$ cat src/rtl/pcm_packer_pkg.sv
// Shared types and constants for the PCM stereo packer.
package pcm_packer_pkg;

  localparam int unsigned SAMPLE_W = 16;
  localparam int unsigned WORD_W   = 2 * SAMPLE_W;

  localparam logic LEFT_CHANNEL  = 1'b0;
  localparam logic RIGHT_CHANNEL = 1'b1;

  typedef enum logic {WAIT_FIRST, WAIT_SECOND} packer_state_t;

  typedef struct packed {
    logic [SAMPLE_W-1:0] upper;
    logic [SAMPLE_W-1:0] lower;
  } pcm_word_t;

endpackage

$ cat src/rtl/pcm_stereo_packer_if.sv
// Sample input, word output and status bundle of the PCM packer.
// PCM_PACKER_STATS_EN adds the drop/desync counter signals.
interface pcm_stereo_packer_if #(
  parameter int unsigned FIFO_DEPTH = 64
);
  localparam int unsigned LVL_W = $clog2(FIFO_DEPTH) + 1;

  logic [15:0]      pcm_sample_i;
  logic             valid_i;
  logic             channel_i;
  logic             invalid_i;
  logic             enable_i;
  logic             dual_channel_i;
  logic             flush_i;
  logic [LVL_W-1:0] threshold_i;
  logic [31:0]      word_o;
  logic             word_valid_o;
  logic             word_ready_i;
  logic [LVL_W-1:0] level_o;
  logic             overflow_o;
  logic             interrupt_o;

`ifdef PCM_PACKER_STATS_EN
  logic [15:0]      drop_count_o;
  logic [15:0]      desync_count_o;

  modport master (
    output pcm_sample_i, valid_i, channel_i, invalid_i, enable_i, dual_channel_i,
           flush_i, threshold_i, word_ready_i,
    input  word_o, word_valid_o, level_o, overflow_o, interrupt_o,
           drop_count_o, desync_count_o
  );

  modport slave (
    input  pcm_sample_i, valid_i, channel_i, invalid_i, enable_i, dual_channel_i,
           flush_i, threshold_i, word_ready_i,
    output word_o, word_valid_o, level_o, overflow_o, interrupt_o,
           drop_count_o, desync_count_o
  );
`else
  modport master (
    output pcm_sample_i, valid_i, channel_i, invalid_i, enable_i, dual_channel_i,
           flush_i, threshold_i, word_ready_i,
    input  word_o, word_valid_o, level_o, overflow_o, interrupt_o
  );

  modport slave (
    input  pcm_sample_i, valid_i, channel_i, invalid_i, enable_i, dual_channel_i,
           flush_i, threshold_i, word_ready_i,
    output word_o, word_valid_o, level_o, overflow_o, interrupt_o
  );
`endif

endinterface

$ cat src/rtl/pcm_packer_fifo.sv
// First-word-fall-through word FIFO with wrap-bit pointers, flush and drop detect.
module pcm_packer_fifo
  import pcm_packer_pkg::*;
#(
  parameter  int unsigned DEPTH = 64,
  localparam int unsigned AW    = $clog2(DEPTH),
  localparam int unsigned LVL_W = AW + 1
) (
  input  logic             clk,
  input  logic             rst_n,
  input  logic             flush,
  input  logic             push,
  input  pcm_word_t        push_word,
  input  logic             pop,
  output pcm_word_t        head,
  output logic             not_empty,
  output logic [LVL_W-1:0] level,
  output logic [LVL_W-1:0] level_next_c,
  output logic             drop_c
);

  pcm_word_t        mem [DEPTH];
  logic [LVL_W-1:0] wr_q;
  logic [LVL_W-1:0] rd_q;
  logic             full;
  logic             pop_fire;
  logic             push_fire;

  assign level     = wr_q - rd_q;
  assign not_empty = (level != '0);
  assign full      = (level == LVL_W'(DEPTH));
  // A pop in the same cycle frees the slot a full-FIFO push needs.
  assign pop_fire  = pop & not_empty & ~flush;
  assign push_fire = push & ~flush & (~full | pop_fire);
  assign drop_c    = push & ~flush & full & ~pop_fire;
  assign head      = not_empty ? mem[rd_q[AW-1:0]] : '0;

  always_comb begin
    level_next_c = level + LVL_W'(push_fire) - LVL_W'(pop_fire);
    if (flush) level_next_c = '0;
  end

  always_ff @(posedge clk or negedge rst_n) begin
    if (!rst_n) begin
      wr_q <= '0;
      rd_q <= '0;
    end else if (flush) begin
      wr_q <= '0;
      rd_q <= '0;
    end else begin
      if (push_fire) wr_q <= wr_q + LVL_W'(1);
      if (pop_fire)  rd_q <= rd_q + LVL_W'(1);
    end
  end

  always_ff @(posedge clk) begin
    if (push_fire) mem[wr_q[AW-1:0]] <= push_word;
  end

endmodule

$ cat src/rtl/pcm_stereo_packer.sv
// Packs 16-bit PCM samples into 32-bit words (L/R pairs or mono pairs) feeding a FWFT FIFO.
// PCM_PACKER_STATS_EN adds saturating drop and desync counters.
module pcm_stereo_packer
  import pcm_packer_pkg::*;
#(
  parameter int unsigned FIFO_DEPTH = 64
) (
  input logic                clk_i,
  input logic                rst_n_i,
  pcm_stereo_packer_if.slave bus
);

  localparam int unsigned LVL_W = $clog2(FIFO_DEPTH) + 1;

  packer_state_t    state_q, state_d;
  logic [15:0]      hold_q, hold_d;
  logic             dual_q;
  logic             mode_change;
  logic             push_c;
  pcm_word_t        push_word;
  pcm_word_t        head;
  logic             not_empty;
  logic [LVL_W-1:0] level;
  logic [LVL_W-1:0] level_next;
  logic             drop_c;
  logic             overflow_q;
  logic             interrupt_q;

  assign mode_change = (dual_q != bus.dual_channel_i);

  always_ff @(posedge clk_i or negedge rst_n_i) begin
    if (!rst_n_i) begin
      state_q     <= WAIT_FIRST;
      hold_q      <= '0;
      dual_q      <= 1'b0;
      overflow_q  <= 1'b0;
      interrupt_q <= 1'b0;
    end else begin
      state_q     <= state_d;
      hold_q      <= hold_d;
      dual_q      <= bus.dual_channel_i;
      overflow_q  <= drop_c;
      interrupt_q <= (bus.threshold_i != '0) && (level_next >= bus.threshold_i);
    end
  end

  // Pairing: a ch0 in WAIT_SECOND re-seeds the left half in stereo mode.
  always_comb begin
    state_d   = state_q;
    hold_d    = hold_q;
    push_c    = 1'b0;
    push_word = '{upper: bus.pcm_sample_i, lower: hold_q};
    if (bus.flush_i || !bus.enable_i || mode_change) begin
      state_d = WAIT_FIRST;
    end else if (bus.valid_i) begin
      if (bus.invalid_i) begin
        state_d = WAIT_FIRST;
      end else if (state_q == WAIT_FIRST) begin
        if (!bus.dual_channel_i || bus.channel_i == LEFT_CHANNEL) begin
          hold_d  = bus.pcm_sample_i;
          state_d = WAIT_SECOND;
        end
      end else if (bus.dual_channel_i && bus.channel_i == LEFT_CHANNEL) begin
        hold_d = bus.pcm_sample_i;
      end else begin
        push_c  = 1'b1;
        state_d = WAIT_FIRST;
      end
    end
  end

  pcm_packer_fifo #(.DEPTH(FIFO_DEPTH)) u_fifo (
    .clk          (clk_i),
    .rst_n        (rst_n_i),
    .flush        (bus.flush_i),
    .push         (push_c),
    .push_word    (push_word),
    .pop          (bus.word_ready_i),
    .head         (head),
    .not_empty    (not_empty),
    .level        (level),
    .level_next_c (level_next),
    .drop_c       (drop_c)
  );

  assign bus.word_o       = head;
  assign bus.word_valid_o = not_empty;
  assign bus.level_o      = level;
  assign bus.overflow_o   = overflow_q;
  assign bus.interrupt_o  = interrupt_q;

`ifdef PCM_PACKER_STATS_EN
  logic        accept_c;
  logic        discard_c;
  logic        desync_c;
  logic [15:0] drop_cnt_q;
  logic [15:0] desync_cnt_q;

  assign accept_c  = bus.valid_i & bus.enable_i & ~bus.flush_i & ~mode_change;
  assign discard_c = accept_c & bus.invalid_i;
  assign desync_c  = accept_c & ~bus.invalid_i & bus.dual_channel_i &
                     ((state_q == WAIT_FIRST) ? (bus.channel_i == RIGHT_CHANNEL)
                                              : (bus.channel_i == LEFT_CHANNEL));

  always_ff @(posedge clk_i or negedge rst_n_i) begin
    if (!rst_n_i) begin
      drop_cnt_q   <= '0;
      desync_cnt_q <= '0;
    end else if (bus.flush_i) begin
      drop_cnt_q   <= '0;
      desync_cnt_q <= '0;
    end else begin
      if ((drop_c | discard_c) && drop_cnt_q != 16'hFFFF) drop_cnt_q <= drop_cnt_q + 16'd1;
      if (desync_c && desync_cnt_q != 16'hFFFF) desync_cnt_q <= desync_cnt_q + 16'd1;
    end
  end

  assign bus.drop_count_o   = drop_cnt_q;
  assign bus.desync_count_o = desync_cnt_q;
`endif

endmodule
$ cat src/flat_wrapper.sv
// flat-port wrapper written by rule: the top's interface ports become plain ports
module pcm_stereo_packer_flat import pcm_packer_pkg::*;
#(
  parameter int unsigned FIFO_DEPTH = 64
)
  (clk_i, rst_n_i, bus_pcm_sample_i, bus_valid_i, bus_channel_i, bus_invalid_i, bus_enable_i, bus_dual_channel_i, bus_flush_i, bus_threshold_i, bus_word_ready_i, bus_word_o, bus_word_valid_o, bus_level_o, bus_overflow_o, bus_interrupt_o);
  pcm_stereo_packer_if #(.FIFO_DEPTH(FIFO_DEPTH)) bus_i ();
  input logic clk_i;
  input logic rst_n_i;
  input wire logic [$bits(bus_i.pcm_sample_i)-1:0] bus_pcm_sample_i;
  input wire logic [$bits(bus_i.valid_i)-1:0] bus_valid_i;
  input wire logic [$bits(bus_i.channel_i)-1:0] bus_channel_i;
  input wire logic [$bits(bus_i.invalid_i)-1:0] bus_invalid_i;
  input wire logic [$bits(bus_i.enable_i)-1:0] bus_enable_i;
  input wire logic [$bits(bus_i.dual_channel_i)-1:0] bus_dual_channel_i;
  input wire logic [$bits(bus_i.flush_i)-1:0] bus_flush_i;
  input wire logic [$bits(bus_i.threshold_i)-1:0] bus_threshold_i;
  input wire logic [$bits(bus_i.word_ready_i)-1:0] bus_word_ready_i;
  output wire logic [$bits(bus_i.word_o)-1:0] bus_word_o;
  output wire logic [$bits(bus_i.word_valid_o)-1:0] bus_word_valid_o;
  output wire logic [$bits(bus_i.level_o)-1:0] bus_level_o;
  output wire logic [$bits(bus_i.overflow_o)-1:0] bus_overflow_o;
  output wire logic [$bits(bus_i.interrupt_o)-1:0] bus_interrupt_o;
  assign bus_i.pcm_sample_i = bus_pcm_sample_i;
  assign bus_i.valid_i = bus_valid_i;
  assign bus_i.channel_i = bus_channel_i;
  assign bus_i.invalid_i = bus_invalid_i;
  assign bus_i.enable_i = bus_enable_i;
  assign bus_i.dual_channel_i = bus_dual_channel_i;
  assign bus_i.flush_i = bus_flush_i;
  assign bus_i.threshold_i = bus_threshold_i;
  assign bus_i.word_ready_i = bus_word_ready_i;
  assign bus_word_o = bus_i.word_o;
  assign bus_word_valid_o = bus_i.word_valid_o;
  assign bus_level_o = bus_i.level_o;
  assign bus_overflow_o = bus_i.overflow_o;
  assign bus_interrupt_o = bus_i.interrupt_o;
  pcm_stereo_packer #(.FIFO_DEPTH(FIFO_DEPTH)) u_core (.clk_i(clk_i), .rst_n_i(rst_n_i), .bus(bus_i));
endmodule
$ cat config.mk
export PLATFORM = sky130hd
export DESIGN_NAME = pcm_stereo_packer_flat
export DESIGN_NICKNAME = d
export VERILOG_FILES = /design/src/rtl/pcm_packer_pkg.sv /design/src/rtl/pcm_stereo_packer_if.sv /design/src/rtl/pcm_packer_fifo.sv /design/src/rtl/pcm_stereo_packer.sv /design/src/flat_wrapper.sv
export SDC_FILE = /design/constraint.sdc
export NUM_CORES = 2
export LEC_CHECK = 0
export CAP_MARGIN = 20
export CORE_UTILIZATION = 35
export DETAILED_ROUTE_END_ITERATION = 8
export MAX_ROUTING_LAYER = met4
export PLACE_DENSITY = 0.53
export SLEW_MARGIN = 20
export SYNTH_ARGS = -nofsm -noshare
export SYNTH_HDL_FRONTEND = slang
export SYNTH_HIERARCHICAL = 1
export SYNTH_SLANG_ARGS = --single-unit
$ cat constraint.sdc
create_clock -name clk_i -period 7.7 [get_ports clk_i]
set_input_delay 1.54 -clock clk_i [delete_from_list [all_inputs] [get_ports clk_i]]
set_output_delay 1.54 -clock clk_i [all_outputs]
set_load 0.05 [all_outputs]
==> results.md <==
GRT:
- The global-route wire length before repair is 313.0 mm.
- The overall global routing resource usage is 0.1989.
- Entering global routing, the biggest net connects 129 pins.
- The initial antenna violation count came to 15.
- The overflow left after global routing is 0.
- The number of global-route vias before repair was 40,149.

Synth:
- Summing every instance area after synthesis gives 80,480 um2.
- Synthesis produced 3,706 cells.
- The async set-or-reset flop fraction in the synthesized netlist is 0.01633.
- During synthesis, Yosys emitted a total of 6 warnings.
- The sequential cell area fraction in the yosys report is 0.7748.
- The number of nets handed over by synthesis was 3,763.
- Yosys mapped the design onto 72 distinct sky130hd cell types.
- After synthesis the netlist holds a flip-flop and latch count of 2,082.
- The most used flip-flop cell after synthesis is sky130_fd_sc_hd__edfxtp_1.
- The number of enable flip-flop cells after synthesis is 2,048.
- A synthesized cell averages 21.72 um2.

Layout:
- The area growth from synthesis to layout is 15.26%.
- The final net count is 4,011.
- In the final layout, the share of cells above drive strength 1 is 0.2759.

Floorplan:
- The area of the die is 231,900 um2.
- The floorplan step set the die height to 481.5 um.
- The total area inside the core boundary comes to 227,900 um2.
- The floorplan row count is 175.
- 74 I/O pins were placed.
- The die is 481.5 um wide.
- For this configuration, the core starts out at a cell density of 0.3531.

Status:
- The flow ran to the end, and the final reports show no timing, DRC or antenna violations.

Timing:
- Clock skew on the completed layout was measured at 0.06106 ns.
- The final max-slew violation count is 0.
- The summed negative setup slack over all endpoints is 0 ns.
- In the finished design, the share of the clock period the worst path needs comes to 0.9131.
- Setup violations remaining at the end of the flow were counted as 0.
- The count of endpoints failing hold in the final timing report is 0.
- The final period demand of the worst path is 7.031 ns.
- At the pin with the least slew margin, the transition time is 1.149 ns.
- Setup repair after global routing left no endpoint under its margin.
- The tightest slew margin relative to the limit is 0.2281.
- Static timing analysis puts the maximum clock frequency at 142.2 MHz.

Critical path:
- The startpoint class of the critical path is a flop.
- For this run, the slowest stage of the critical path takes 0.89 ns.
- The startpoint identified for the worst register-to-register timing path is u_core/u_fifo/rd_q[1]$_DFFE_PN0P_.
- Data on the critical path arrives at its endpoint at 5.49 ns.
- Of all nets on the critical path, the largest fanout is 42.
- The kind of end point of the critical path is an output port.
- Traced cell by cell, the critical path runs through clkinv_2 -> buf_4 -> fa_1 -> a21o_1 -> a21oi_1 -> xor2_1 -> ha_1 -> nand4b_1 -> nand4b_1 -> nand2_2 -> inv_2 -> nand2_1 -> o22ai_1 -> buf_12.
- The startpoint of the worst setup timing path is u_core/u_fifo/rd_q[1]$_DFFE_PN0P_.
- The cell with the most instances on the worst path is sky130_fd_sc_hd__nand4b_1.
- The slowest stage of the critical path belongs to the cell sky130_fd_sc_hd__dfrtp_4.
- At the worst endpoint, the required time is 6.16 ns.
- By startpoint and endpoint, the worst setup path is classified as flop to output port.

Routing:
- The count of nets left with antenna violations after detail routing is 0.
- The detailed-routing iteration count for the pre-antenna-repair pass is 5.
- After detailed routing, the number of vias per cell comes to 5.536.
- After detailed routing, the average wire length per cell comes to 31.20 um.
- The final routed DRC violation total is 0.
- Detailed routing inserted a total of 39,570 vias.
- After the first detailed-routing iteration, the DRC count stood at 3,986.
- After detailed routing, the total wire length is 223.0 mm.

CTS:
- The sink count of the clock tree is 2,082.
- The number of gates resized after CTS was 0.
- The post-CTS repair timing setup buffer count is 0.
- The clock tree synthesis step divided the H-tree into 4 levels.
- The register clock-pin slew on the reported worst setup and hold paths is 0.06 ns.
- The clock root buffer master is sky130_fd_sc_hd__clkbuf_16.
- The clock tree from TritonCTS is built.
- The number of clock buffers added by TritonCTS is 211.
- At the later pin of the worst-skew pair, clock insertion delay measures 0.87 ns.
- The count of hold buffers inserted by post-cts repair is 0.
- In this run the deepest clock path goes through 3 buffers.

Min path:
- The beginning of the worst hold path is u_core/hold_q[14]$_DFFE_PN0P_.
- The worst min-delay path class is flop to flop.

Power and ir drop:
- The static leakage power is 28.68 nW.
- The total power per unit cell area is 290.6 nW/um2.
- The maximum vdd ir drop is 0.3081 mV.
- The overall power consumption is 26.96 mW.

Place:
- Summed over all nets, the half-perimeter wirelength after detailed placement is 124.1 mm.
- The final weighted congestion in routability-driven placement is 0.8045.
- The count of buffers added on input and output ports is 73.

Run:
- Across the run, the number of max-cap violations was 0.
==> cell families after synthesis <==
| kind of cell | share of synthesized area |
|---|---|
| xor+xnor | 0.001586 |
| compound gates | 0.02111 |
| mux | 0.1547 |
| simple gates | 0.02845 |
| flops | 0.7748 |
| fa+ha+maj | 0.004073 |
| buf+inv | 0.01528 |
==> placed cells by master, fill, tap and decap left out, types with 15 or more instances in the layout <==
| master | n |
|---|---|
| sky130_fd_sc_hd__clkinv_1 | 41 |
| sky130_fd_sc_hd__nor2_1 | 93 |
| sky130_fd_sc_hd__o21ai_0 | 15 |
| sky130_fd_sc_hd__nand3_1 | 94 |
| sky130_fd_sc_hd__o22ai_1 | 90 |
| sky130_fd_sc_hd__mux2i_1 | 55 |
| sky130_fd_sc_hd__buf_2 | 16 |
| sky130_fd_sc_hd__buf_4 | 155 |
| sky130_fd_sc_hd__nand2_1 | 205 |
| sky130_fd_sc_hd__clkinv_2 | 34 |
| sky130_fd_sc_hd__nor3_1 | 16 |
| sky130_fd_sc_hd__a21oi_1 | 30 |
| sky130_fd_sc_hd__nor2_4 | 66 |
| sky130_fd_sc_hd__clkbuf_1 | 61 |
| sky130_fd_sc_hd__bufinv_16 | 17 |
| sky130_fd_sc_hd__clkdlybuf4s50_1 | 23 |
| sky130_fd_sc_hd__a32oi_1 | 50 |
| sky130_fd_sc_hd__ha_1 | 23 |
| sky130_fd_sc_hd__buf_12 | 37 |
| sky130_fd_sc_hd__clkbuf_16 | 213 |
| sky130_fd_sc_hd__mux4_2 | 516 |
| sky130_fd_sc_hd__inv_1 | 26 |
| sky130_fd_sc_hd__edfxtp_1 | 2048 |
| sky130_fd_sc_hd__dfrtp_2 | 15 |
==> worst max-delay path: cells and delay by family (launching register included) <==
kind            cells  cell delay (ns)
buf+inv             4             1.27
flops               1             0.89
simple gates        4             0.85
compound gates      3             0.77
fa+ha+maj           2             0.70
xor+xnor            1             0.13
==> per-layer routing <==
layer  global-route usage  up-vias  wire length [um]
met5                    -        -                 0
met4              0.05633        0              5722
met3              0.03406      305             13570
met2               0.3189     1353            111000
met1               0.2606    21858             92780
li1                     -    16054                 -
==> synth_stat cells, types with 3 or more instances <==
cell type	instances	share of area
sky130_fd_sc_hd__xor2_1	5	0.00054
sky130_fd_sc_hd__buf_1	8	0.00037
sky130_fd_sc_hd__buf_6	11	0.0015
sky130_fd_sc_hd__buf_8	5	0.00093
sky130_fd_sc_hd__nor2_1	159	0.0074
sky130_fd_sc_hd__mux4_2	516	0.14
sky130_fd_sc_hd__a311oi_1	3	0.00033
sky130_fd_sc_hd__mux2_2	7	0.00098
sky130_fd_sc_hd__nand4b_1	5	0.00054
sky130_fd_sc_hd__inv_1	28	0.0013
sky130_fd_sc_hd__nor3_1	16	0.0010
sky130_fd_sc_hd__nand2b_1	3	0.00023
sky130_fd_sc_hd__ha_1	23	0.0036
sky130_fd_sc_hd__dfrtp_1	34	0.011
sky130_fd_sc_hd__o211ai_1	3	0.00028
sky130_fd_sc_hd__a21o_1	4	0.00037
sky130_fd_sc_hd__buf_4	42	0.0039
sky130_fd_sc_hd__mux2_4	10	0.0019
sky130_fd_sc_hd__a31oi_1	5	0.00039
sky130_fd_sc_hd__buf_2	48	0.0030
sky130_fd_sc_hd__or3_1	4	0.00031
sky130_fd_sc_hd__a22oi_1	13	0.0012
sky130_fd_sc_hd__mux2i_1	55	0.0068
sky130_fd_sc_hd__a221oi_1	8	0.00087
sky130_fd_sc_hd__nand2_1	208	0.0097
sky130_fd_sc_hd__a21oi_1	30	0.0019
sky130_fd_sc_hd__o22ai_1	90	0.0070
sky130_fd_sc_hd__and3_1	6	0.00047
sky130_fd_sc_hd__o21ai_0	15	0.00093
sky130_fd_sc_hd__nor2b_1	9	0.00070
sky130_fd_sc_hd__nand3_1	97	0.0060
sky130_fd_sc_hd__edfxtp_1	2048	0.76
sky130_fd_sc_hd__a32oi_1	50	0.0054
sky130_fd_sc_hd__xnor2_1	7	0.00076
sky130_fd_sc_hd__clkbuf_1	82	0.0038
==> through the flow <==
stage / setup WS [ns] / area [um2] / util / cells / hold WS [ns]
6_report: 0.6688 / 92750 / 0.4069 / 7148 / 0.5153
5_1_grt: 0.3200 / 92740 / 0.4069 / 7142 / 0.5337
4_1_cts: 0.4067 / 92660 / 0.4065 / 7134 / 0.5180
3_5_place_dp: 1.156 / 85860 / 0.3767 / 6746 / 0.5042
3_3_place_gp: 1.192 / 85830 / 0.3766 / 6743 / 0.4991
2_1_floorplan: 0.7514 / 80480 / - / 3706 / 0.5206
==> cell type report <==
class / count / area [um2]
flip-flops and latches: 2082 / 62390
clock inverters: 109 / 1169
diodes: 10 / 25.02
repair buffers: 233 / 2246
clock buffers: 279 / 5628
inverters: 30 / 118.9
well taps: 3009 / 3765
multi-input cells: 1396 / 17420
fillers: 19934 / 135200
==> final timing paths <==
path / slack, ns / depth (start not counted) / endpoint
setup reg to reg: 1.21 / 24 / u_core/bus.interrupt_o$_DFF_PN0_
hold reg to reg: 0.52 / 1 / u_core/hold_q[14]$_DFFE_PN0P_
setup / recovery: 0.67 / 14 / bus_word_o[16]
hold / removal: 0.52 / 1 / u_core/hold_q[14]$_DFFE_PN0P_
max in group asynchronous: 6.41 / 2 / u_core/hold_q[7]$_DFFE_PN0P_
min in group asynchronous: 0.73 / 2 / u_core/bus.overflow_o$_DFF_PN0_
==> state kept, by name, indices dropped and copies added (netlist names) <==
name                    cells
u_core/u_fifo/wr_q          7
u_core/u_fifo/rd_q          7
u_core/dual_q               1
u_core/state_q              1
u_core/hold_q              16
u_core/bus.overflow_o       1
u_core/u_fifo/mem        2048
u_core/bus.interrupt_o      1
==> report_power, final <==
| group | internal [mW] | leakage [nW] | total, mW | switching (mW) |
|---|---|---|---|---|
| logic | 1.60 | 6.48 | 3.87 | 2.27 |
| clock network | 5.72 | 3.29 | 10.1 | 4.34 |
| registers | 12.9 | 18.9 | 13.0 | 0.135 |
| total | 20.2 | 28.7 | 27.0 | 6.75 |
(Power assumes the default switching activity.)
